<file path="config.mk">
export PLATFORM = sky130hd
export DESIGN_NAME = fetch_stage
export DESIGN_NICKNAME = d
export VERILOG_FILES = /design/src/rtl/fetch_stage.sv
export SDC_FILE = /design/constraint.sdc
export NUM_CORES = 1
export LEC_CHECK = 0
export BUFFER_PORTS_ARGS = -buffer_cell sky130_fd_sc_hd__buf_4
export CAP_MARGIN = 20
export CORE_MARGIN = 4
export CORE_UTILIZATION = 34
export CTS_CLUSTER_DIAMETER = 40
export DETAILED_ROUTE_END_ITERATION = 8
export GPL_ROUTABILITY_DRIVEN = 0
export PLACE_DENSITY = 0.64
export SLEW_MARGIN = 40
export SYNTH_ARGS = -nofsm -noshare
export SYNTH_HDL_FRONTEND = slang
export SYNTH_SLANG_ARGS = --single-unit
</file>
<file path="constraint.sdc">
create_clock -name clk -period 5.15 [get_ports clk]
set_input_delay 0.515 -clock clk [delete_from_list [all_inputs] [get_ports clk]]
set_output_delay 0.515 -clock clk [all_outputs]
set_load 0.05 [all_outputs]
</file>
<file path="src/rtl/fetch_stage.sv">
`default_nettype none
// ============================================================================
// Module      : fetch_stage
// Description : LEGv8 instruction-fetch stage. Holds the PC, addresses the
//               instruction ROM and captures the fetched word into IF/ID.
//               Optional perf counters are enabled by FETCH_PERF_CNT_EN.
// Revision    : 1.0 - initial release
// ============================================================================
module fetch_stage #(
  parameter int                  PC_WIDTH   = 64,
  parameter int                  ADDR_WIDTH = 6,
  parameter int                  IMEM_DEPTH = 20,
  parameter logic [PC_WIDTH-1:0] RESET_PC   = '0,
  parameter logic [31:0]         NOP_INSTR  = 32'hd503201f
) (
  input  logic                  clk,
  input  logic                  reset,
  input  logic                  stall,
  input  logic                  branch_taken,
  input  logic [PC_WIDTH-1:0]   branch_target,
  output logic [ADDR_WIDTH-1:0] imem_addr,
  input  logic [31:0]           imem_q,
  output logic [PC_WIDTH-1:0]   ifid_pc,
  output logic [31:0]           ifid_instr,
  output logic                  ifid_valid,
  output logic [PC_WIDTH-1:0]   pc,
  output logic [31:0]           fetch_count,
  output logic [31:0]           bubble_count
);

  localparam logic [PC_WIDTH-1:0]   c_pc_step    = PC_WIDTH'(4);
  localparam logic [PC_WIDTH-1:0]   c_align_mask = PC_WIDTH'(3);
  localparam logic [ADDR_WIDTH:0]   c_depth      = (ADDR_WIDTH+1)'(IMEM_DEPTH);

  logic [PC_WIDTH-1:0] r_pc;
  logic [PC_WIDTH-1:0] r_ifid_pc;
  logic [31:0]         r_ifid_instr;
  logic                r_ifid_valid;

  logic [ADDR_WIDTH-1:0] w_addr;
  logic                  w_upper_zero;
  logic                  w_in_range;
  logic [PC_WIDTH-1:0]   w_target;

  assign w_addr       = r_pc[ADDR_WIDTH+1:2];
  // The word index alone aliases above the ROM window, so the upper PC bits must be zero too.
  assign w_upper_zero = (r_pc[PC_WIDTH-1:ADDR_WIDTH+2] == '0);
  assign w_in_range   = w_upper_zero && ({1'b0, w_addr} < c_depth);
  assign w_target     = branch_target & ~c_align_mask;

  always_ff @(posedge clk) begin
    if (!reset) begin
      r_pc         <= RESET_PC;
      r_ifid_pc    <= '0;
      r_ifid_instr <= NOP_INSTR;
      r_ifid_valid <= 1'b0;
    end else if (branch_taken) begin
      r_pc         <= w_target;
      r_ifid_pc    <= '0;
      r_ifid_instr <= NOP_INSTR;
      r_ifid_valid <= 1'b0;
    end else if (!stall) begin
      r_pc      <= r_pc + c_pc_step;
      r_ifid_pc <= r_pc;
      if (w_in_range) begin
        r_ifid_instr <= imem_q;
        r_ifid_valid <= 1'b1;
      end else begin
        r_ifid_instr <= NOP_INSTR;
        r_ifid_valid <= 1'b0;
      end
    end
  end

`ifdef FETCH_PERF_CNT_EN
  logic [31:0] r_fetch_count;
  logic [31:0] r_bubble_count;

  always_ff @(posedge clk) begin
    if (!reset) begin
      r_fetch_count  <= '0;
      r_bubble_count <= '0;
    end else if (branch_taken) begin
      r_bubble_count <= r_bubble_count + 32'd1;
    end else if (!stall) begin
      if (w_in_range) begin
        r_fetch_count <= r_fetch_count + 32'd1;
      end else begin
        r_bubble_count <= r_bubble_count + 32'd1;
      end
    end
  end

  assign fetch_count  = r_fetch_count;
  assign bubble_count = r_bubble_count;
`else
  assign fetch_count  = '0;
  assign bubble_count = '0;
`endif

  assign imem_addr  = w_addr;
  assign pc         = r_pc;
  assign ifid_pc    = r_ifid_pc;
  assign ifid_instr = r_ifid_instr;
  assign ifid_valid = r_ifid_valid;

endmodule
`default_nettype wire

</file>
==> results summary, run 1 <==
The flow ran to the end, and the final reports show no timing, DRC or antenna violations. The worst setup timing slack at the placement stage is 2319 ps. Setup repair after global routing left no endpoint under its margin. The number of register bits inferred by synthesis came out at around 160. Summing all flip-flop and latch instances after layout gives between 3000 and 4000 sq um. The worst hold path passes through 2 cells. The power consumption came out at approximately 3.3 mW. The worst-case hold slack is 308.9 ps. Among all flip-flop cells after synthesis, the most frequent one is sky130_fd_sc_hd__dfxtp_1.

The sum of net half-perimeters after detailed placement is 18790 um. The met1 routing resource usage after global routing is 25.66%. From bottom edge to top edge, the die measures around 160 um.

The post-synthesis sequential area ratio is around two fifths. For this run, global-route usage on met2 was measured as between 30% and 40%. The worst setup path is of the reg2reg kind. The floorplan die area is 25190 sq um. The number of DRC markers after the initial detailed-route iteration came out at about 600. The initial cell density of the core came out at a little over a third. The number of synthesized flops with an enable pin is 0. The startpoint class of the critical path is a flop. The count of buffers inserted at the top-level ports is 260. The floorplan row count is 54.

The total clock buffers created by CTS is 17. At the pin with the least slew margin, the transition time is a little over 800 ps. In this run the worst path has a maximum fanout of 13. Static timing analysis puts the maximum clock frequency at 351.0 MHz. The number of global-route vias before repair is roughly 7000. The clock net in this run drives a total of roughly 160 sinks. The post-synthesis area per instance came out at 8.620 sq um. The terminus of the critical flop-to-flop path is pc[52]$_SDFFE_PN0P_. The path with the worst hold slack has its endpoint at pc[5]$_SDFFE_PN0P_. After detailed routing, the average wire length per cell comes to between 15 and 20 um. The number of detailed-route iterations in the first pass came out at 5. Setup violations remaining at the end of the flow were counted as 0. The register clock-pin slew on the reported worst setup and hold paths came out at 70 ps. CTS placed an instance of sky130_fd_sc_hd__clkbuf_16 at the clock tree root. The number of filler cells placed in the layout is between 2000 and 2500. The maximum vdd drop came out at approximately 0.00021 V.

The share of total power dissipated in combinational logic is approximately 18%. The share of total power consumed by net switching is approximately a third. For this design the static power due to leakage is 4.264 nW. The CTS tree is built.

The slack of the worst reg-to-reg path is 2300 ps. Cell internal power was estimated by the tool at approximately 2.3 mW. The total of cells resized after clock tree synthesis is 0.

The type of the most critical hold path is in2reg. After detailed routing, the number of remaining DRC violations is 0. The largest clock skew in the final design is 12.02 ps. Summed over all layers, the global routing overflow is 0. The total number of H-tree levels is 4. STA puts the critical path data arrival time at about 3200 ps.

The fraction of registers with async set/reset is 0%. The met3 track demand over resource in global routing came out at around 6.0%. The number of violations of the max-capacitance limit came out at 0.

The count of cells along the worst register-to-register path is 5. The number of setup buffers added after CTS is 0. Of the total power, the clock network draws 41.5%. The worst setup path is captured at a flop.

The count of vias placed by the detailed router came out at about 7200. The portion of the clock cycle consumed by the worst path in the final layout is between 50 and 60%. The startpoint identified for the worst register-to-register timing path is pc[5]$_SDFFE_PN0P_.

Synthesis instantiated just under 50 different standard cells from the library. The first global-routing pass estimated 39950 um of wire. The post-synthesis instance area came out at about 7700 sq um. The worst hold path begins at branch_target[5]. The floorplan die width came out at around 160 um. The area added between synthesis and finish is 31.25%.

For this run, the number of Yosys warnings is 0. In the final layout, the share of cells above drive strength 1 is 28.18%. The area of the core region came out at between 20000 and 25000 sq um. The instance count of the mapped netlist came out at between 800 and 900. For this design the top-level I/O count stands at roughly 330. The count of final hold-check violations came out at 0. Summed over all failing endpoints, the final setup total negative slack is 0 ps. For this design the ratio of total power to cell area is roughly 320 nW/um^2.

The sequential group share of total power is 41.0%. After global routing, the most crowded layer is met2. The worst setup slack after layout is about 2300 ps. The utilization after layout came out at 45.88%.

The final max-slew violation count came out at 0. In this run, post-CTS hold repair placed 0 buffers. The all-layer global routing usage is about a fifth. The number of antenna violations at the first check in global routing came out at 0. In the final design database the tool counted roughly 1200 nets. The routed design could run at a clock period as short as about 2800 ps. Headroom to the max-slew limit came out at a little under half. The via count normalized by instance count came out at 5.175. The maximum number of pins on one net before global-route repair is 85. The maximum buffer depth of the clock tree is 2. The required time at the worst-slack endpoint came out at ~5500 ps. The total wirelength of the detailed-routed design came out at around 26000 um.

The source-to-sink clock delay at the later pin of the worst-skew pair came out at ~430 ps. The area occupied by multi-input gates came out at roughly 4000 sq um. 0 antenna diodes ended up in the layout.

The net switching power figure came out at 1.034 mW. The count of antenna-violating nets left after detailed routing came out at 0.
synthesized netlist by cell type, types with 19 or more instances:
| cell | n | area [sq um] |
|---|---|---|
| sky130_fd_sc_hd__a21oi_1 | 28 | 140.1 |
| sky130_fd_sc_hd__a22oi_1 | 19 | 142.6 |
| sky130_fd_sc_hd__a31oi_1 | 19 | 118.9 |
| sky130_fd_sc_hd__buf_4 | 76 | 570.6 |
| sky130_fd_sc_hd__clkbuf_1 | 50 | 187.7 |
| sky130_fd_sc_hd__dfxtp_1 | 157 | 3143 |
| sky130_fd_sc_hd__mux2i_1 | 61 | 610.6 |
| sky130_fd_sc_hd__nand2_1 | 54 | 202.7 |
| sky130_fd_sc_hd__nand3_1 | 33 | 165.2 |
| sky130_fd_sc_hd__nand4_1 | 32 | 200.2 |
| sky130_fd_sc_hd__nor2_1 | 95 | 356.6 |
| sky130_fd_sc_hd__nor4_1 | 27 | 168.9 |
| sky130_fd_sc_hd__o21ai_0 | 58 | 290.3 |
| sky130_fd_sc_hd__xor2_1 | 24 | 210.2 |
placed cells by master (no fill, tap or decap), types with 5 or more instances in the layout:
cell type                   count
sky130_fd_sc_hd__a21oi_1       28
sky130_fd_sc_hd__a22oi_1       19
sky130_fd_sc_hd__a31oi_1       19
sky130_fd_sc_hd__and2_1         7
sky130_fd_sc_hd__and4_1         7
sky130_fd_sc_hd__buf_4        263
sky130_fd_sc_hd__clkbuf_16     17
sky130_fd_sc_hd__conb_1        68
sky130_fd_sc_hd__dfxtp_1      157
sky130_fd_sc_hd__mux2i_1       61
sky130_fd_sc_hd__nand2_1       53
sky130_fd_sc_hd__nand3_1       33
sky130_fd_sc_hd__nand4_1       32
sky130_fd_sc_hd__nand4b_1       5
sky130_fd_sc_hd__nor2_1        95
sky130_fd_sc_hd__nor3_1        11
sky130_fd_sc_hd__nor4_1        27
sky130_fd_sc_hd__o211a_1        8
sky130_fd_sc_hd__o21ai_0       58
sky130_fd_sc_hd__o22ai_1       13
sky130_fd_sc_hd__o31ai_1       14
sky130_fd_sc_hd__or3_1          9
sky130_fd_sc_hd__or4_1         14
sky130_fd_sc_hd__xnor2_1       14
sky130_fd_sc_hd__xor2_1        24
power by group through the flow:
| stage | Combinational, mW | Sequential, mW | Clock, mW |
|---|---|---|---|
| 3_5_place_dp | 0.576 | 1.37 | 0 |
| 5_1_grt | 0.608 | 1.36 | 1.44 |
| 6_report | 0.576 | 1.35 | 1.37 |
| 4_1_cts | 0.577 | 1.35 | 1.40 |
| 2_1_floorplan | 0.321 | 1.48 | 0 |
| 3_3_place_gp | 0.573 | 1.37 | 0 |
state kept, by name (all words and copies together), names as in the netlist:
signal,flops
ifid_instr,32
ifid_pc,62
ifid_valid,1
pc,62
kinds of logic (layout without fill, tap and decap cells):
group	after synthesis	count (layout)	share of synthesized area, %
compound gates	164	164	12.94
xor+xnor	38	38	4.309
mux	63	63	8.197
flops	157	157	40.69
buf+inv	147	302	11.05
simple gates	325	325	22.60
fa+ha+maj	1	1	0.1620
other cells	1	68	0.04855
stage by stage:
step	cells	area, sq um
2_1_floorplan	963	7975
3_3_place_gp	1365	9477
3_5_place_dp	1367	9510
4_1_cts	1398	10140
5_1_grt	1398	10140
6_report	1398	10140
layer usage:
metal / routed length (um) / vias to the layer above
met2: 12110 / 305
met4: 378 / 0
met1: 11250 / 3383
met3: 2063 / 33
met5: 0 / -
li1: - / 3513
final cells by class:
cell class / instances / share of cell area, %
Multi-Input combinational cell: 659 / 39.43
Tap cell: 280 / 3.456
Inverter: 6 / 0.2222
Clock buffer: 19 / 4.369
Clock inverter: 12 / 1.814
Timing Repair Buffer: 265 / 19.70
Sequential cell: 157 / 31.00
how the worst max path moves through the flow:
stage | to | cells past startpoint | startpoint | slack (ps)
final | pc[52]$_SDFFE_PN0P_ | 5 | pc[5]$_SDFFE_PN0P_ | 2300
after global routing | pc[56]$_SDFFE_PN0P_ | 5 | pc[5]$_SDFFE_PN0P_ | 2170
after CTS | pc[52]$_SDFFE_PN0P_ | 5 | pc[5]$_SDFFE_PN0P_ | 2350
after detailed placement | pc[52]$_SDFFE_PN0P_ | 6 | stall | 2320
after global placement | pc[31]$_SDFFE_PN0P_ | 5 | stall | 2080
after floorplan | pc[55]$_SDFFE_PN0P_ | 7 | pc[5]$_SDFFE_PN0P_ | 2760
worst max-delay path: stages, from the launching register on:
cell	delay (ps)
sky130_fd_sc_hd__dfxtp_1	590
sky130_fd_sc_hd__nand4_2	440
sky130_fd_sc_hd__nor4_2	710
sky130_fd_sc_hd__nand4_1	380
sky130_fd_sc_hd__or4_1	490
sky130_fd_sc_hd__a31oi_1	160
Note: power is estimated with default switching activity, not from simulation.
==> run 2: changes to the inputs <==
Settings changed: PLACE_DENSITY 0.64 to 0.67.
Clock period 5.15 ns to 2.3 ns, I/O delays scaled along.
==> run 2 against run 1 <==
Against the previous run: combinational power rose to 2.6 times the previous value; non-clock buffer count is 76 higher; first-iteration DRC count shrank 1.7%; fmax grew 29%; sequential power is 120% higher.
==> results summary, run 2 (same netlist as run 1, synthesis figures left out) <==
The critical path goes through nand4_1 -> nor3_4 -> nand3_1 -> or4_1 -> a31oi_1. The share of post-route cells with drive strength above 1 is between 30% and 40%. The area of the core region is approximately 22000 sq um.

The DRC violation count after routing is 0. The floorplan row count came out at 54. The largest fanout on the critical path is 7.

For this design the top-level I/O count stands at between 300 and 400. The startpoint class of the critical path is a flop. Setup violations remaining at the end of the flow were counted as 0. The via count normalized by instance count came out at between 5 and 6. The largest stage delay on the critical path came out at around 570 ps. Summed over all cells, the static leakage comes to about 4.7 nW.

The number of violations of the max-capacitance limit came out at 0. The clock network is responsible for about two fifths of the overall power. For this configuration, the core starts out at a cell density of roughly a third. Counting both buffers and inverters, the worst setup path holds a total of 0.

The maximum number of pins on one net before global-route repair is 69. By startpoint and endpoint, the worst setup path is classified as reg2reg. The number of antenna violations at the first check in global routing was 1. Buffers inserted during clock tree synthesis total 17. The all-layer global routing usage is 20.42%. The worst path uses a little over nine tenths of the clock period. The maximum buffer depth of the clock tree is 2. The CTS tree is built. The internal power came out at just over 5 mW. The cell area power density came out at roughly 700 nW/um^2. The number of global-route vias before repair is roughly 7000.

In the layout the commonest cells are 337 x sky130_fd_sc_hd__buf_4, 147 x sky130_fd_sc_hd__dfxtp_1, 95 x sky130_fd_sc_hd__nor2_1. Registers are responsible for 39.6% of the overall power. The register clock-pin slew on the reported worst setup and hold paths is around 70 ps.

The number of DRC markers after the initial detailed-route iteration came out at slightly below 600. The height of the die is 158.7 um. Setup repair after global routing could not meet its margin everywhere. The data arrival at the endpoint of the critical path came out at around 2600 ps. The largest individual stage delay along the critical path comes from the cell sky130_fd_sc_hd__or4_1.

The clock reaches the later pin of the worst-skew pair after ~430 ps. The summed negative setup slack over all endpoints came out at 0 ps. In this run the tightest slew margin relative to its limit is ~55%. The top cell family by delay on the critical path is simple AND/OR/NAND/NOR gates. The floorplan die width is between 150 and 200 um. The total overflow left after global routing is 0. The floorplan die area is roughly 25000 sq um.

The HPWL after detailed placement is roughly 21000 um. The share of total power in combinational logic came out at 19.8%. The type of element capturing the critical path is a flop. Cells fill between 40% and 50% of the core in the end. The minimum clock period after layout came out at between 2000 and 2500 ps. The area added between synthesis and finish came out at 39.79%. The clock tree synthesis step divided the H-tree into 4 levels. The analysis attributes to net switching a power of between 2 and 2.5 mW.

The root buffer cell chosen for the clock tree is sky130_fd_sc_hd__clkbuf_16. The routed design has roughly 27000 um of wire. The achievable frequency is between 400 and 500 MHz. The final layout contains 1283 nets. The count of vias placed by the detailed router is roughly 7700. The run finished with clean final reports.

Port buffering added 260 buffers. STA puts the critical path data required time at roughly 2700 ps. The count of antenna-violating nets left after detailed routing is 0.

The final max-slew violation count came to 0. The library cell used most frequently in the layout, excluding fill and tap cells, is sky130_fd_sc_hd__buf_4. The global-route wire length before repair came out at a little over 40000 um. Dividing the detail-routed wire length by the instance count gives between 15 and 20 um.

The number of detailed-route iterations in the first pass is 5. IR analysis of the VDD net gives a maximum drop of 0.0004753 V. The clock sink count is 157. The count of final hold-check violations is 0. Net switching is about a third of the power. The number of antenna repair diodes came out at 0. The largest clock skew in the final design came out at around 11 ps.

The type of the most critical hold path is in2reg. The measured slew at the worst slew-check pin is 671.6 ps.
==> run 2: changes by cell type in the layout (fill, tap and decap cells not counted), sizes merged <==
cell / delta
dlygate4sd3: +1
bufinv: -1
buf: +75
clkinv: +3
clkbuf: -1
==> run 2: worst paths after layout <==
check                                from                       to  slack, ps  cells after the start
hold / removal           branch_target[4]       pc[4]$_SDFFE_PN0P_         20                      2
setup / recovery      pc[18]$_SDFFE_PN0P_      pc[61]$_SDFFE_PN0P_         80                      5
hold reg to reg   ifid_valid$_SDFFE_PP0N_  ifid_valid$_SDFFE_PP0N_        460                      2
setup reg to reg      pc[18]$_SDFFE_PN0P_      pc[61]$_SDFFE_PN0P_         80                      5
==> run 2: power groups by stage <==
| stage | sequential [mW] | clock, mW | combinational, mW |
|---|---|---|---|
| floorplan | 3.32 | 0 | 0.720 |
| global placement | 3.00 | 0 | 1.46 |
| detailed placement | 3.00 | 0 | 1.46 |
| CTS | 2.94 | 3.09 | 1.47 |
| global route | 2.96 | 3.19 | 1.55 |
| finish | 2.95 | 3.02 | 1.48 |
==> run 2: layout make-up <==
cell class	instances	area, sq um
Clock inverter	14	182.7
Clock buffer	18	439.2
Multi-Input combinational cell	659	4046
Tap cell	280	350.3
Sequential cell	157	3156
Fill cell	2111	11300
Timing Repair Buffer	341	2600
Inverter	6	22.52
==> run 2: worst reg2reg max path, cell delays in order, from the launching register on <==
cell and delay (ps):
sky130_fd_sc_hd__dfxtp_1 490, sky130_fd_sc_hd__nand4_1 260, sky130_fd_sc_hd__nor3_4 350, sky130_fd_sc_hd__nand3_1 300
sky130_fd_sc_hd__or4_1 570, sky130_fd_sc_hd__a31oi_1 180
==> run 2: per-stage QoR <==
stage               instance area [sq um]  hold WS (ps)  setup slack (ps)  instances  power [mW]
floorplan                            7988         367.8            -8.749        963       4.043
global placement                    10080         444.1             85.18       1439       4.453
detailed placement                  10080         450.9             44.23       1439       4.463
CTS                                 10710         4.482             15.83       1472       7.495
global route                        10800         6.869            -36.05       1475       7.699
finish                              10800         24.08             83.81       1475       7.441
==> run 2: per-layer routing <==
layer  track usage [%]  wire [um]
met5                 0         13
met4             6.036        458
met3             6.091       2253
met2             33.27      12760
met1             26.31      11540
==> run 2: timing repair <==
action | 4_1_cts | 5_1_grt
hold buffers | 1 | 0
endpoints found under the hold margin | 1 | 0
setup endpoints to repair | 0 | 43
resized for setup | 0 | 9
buffers inserted | 0 | 3
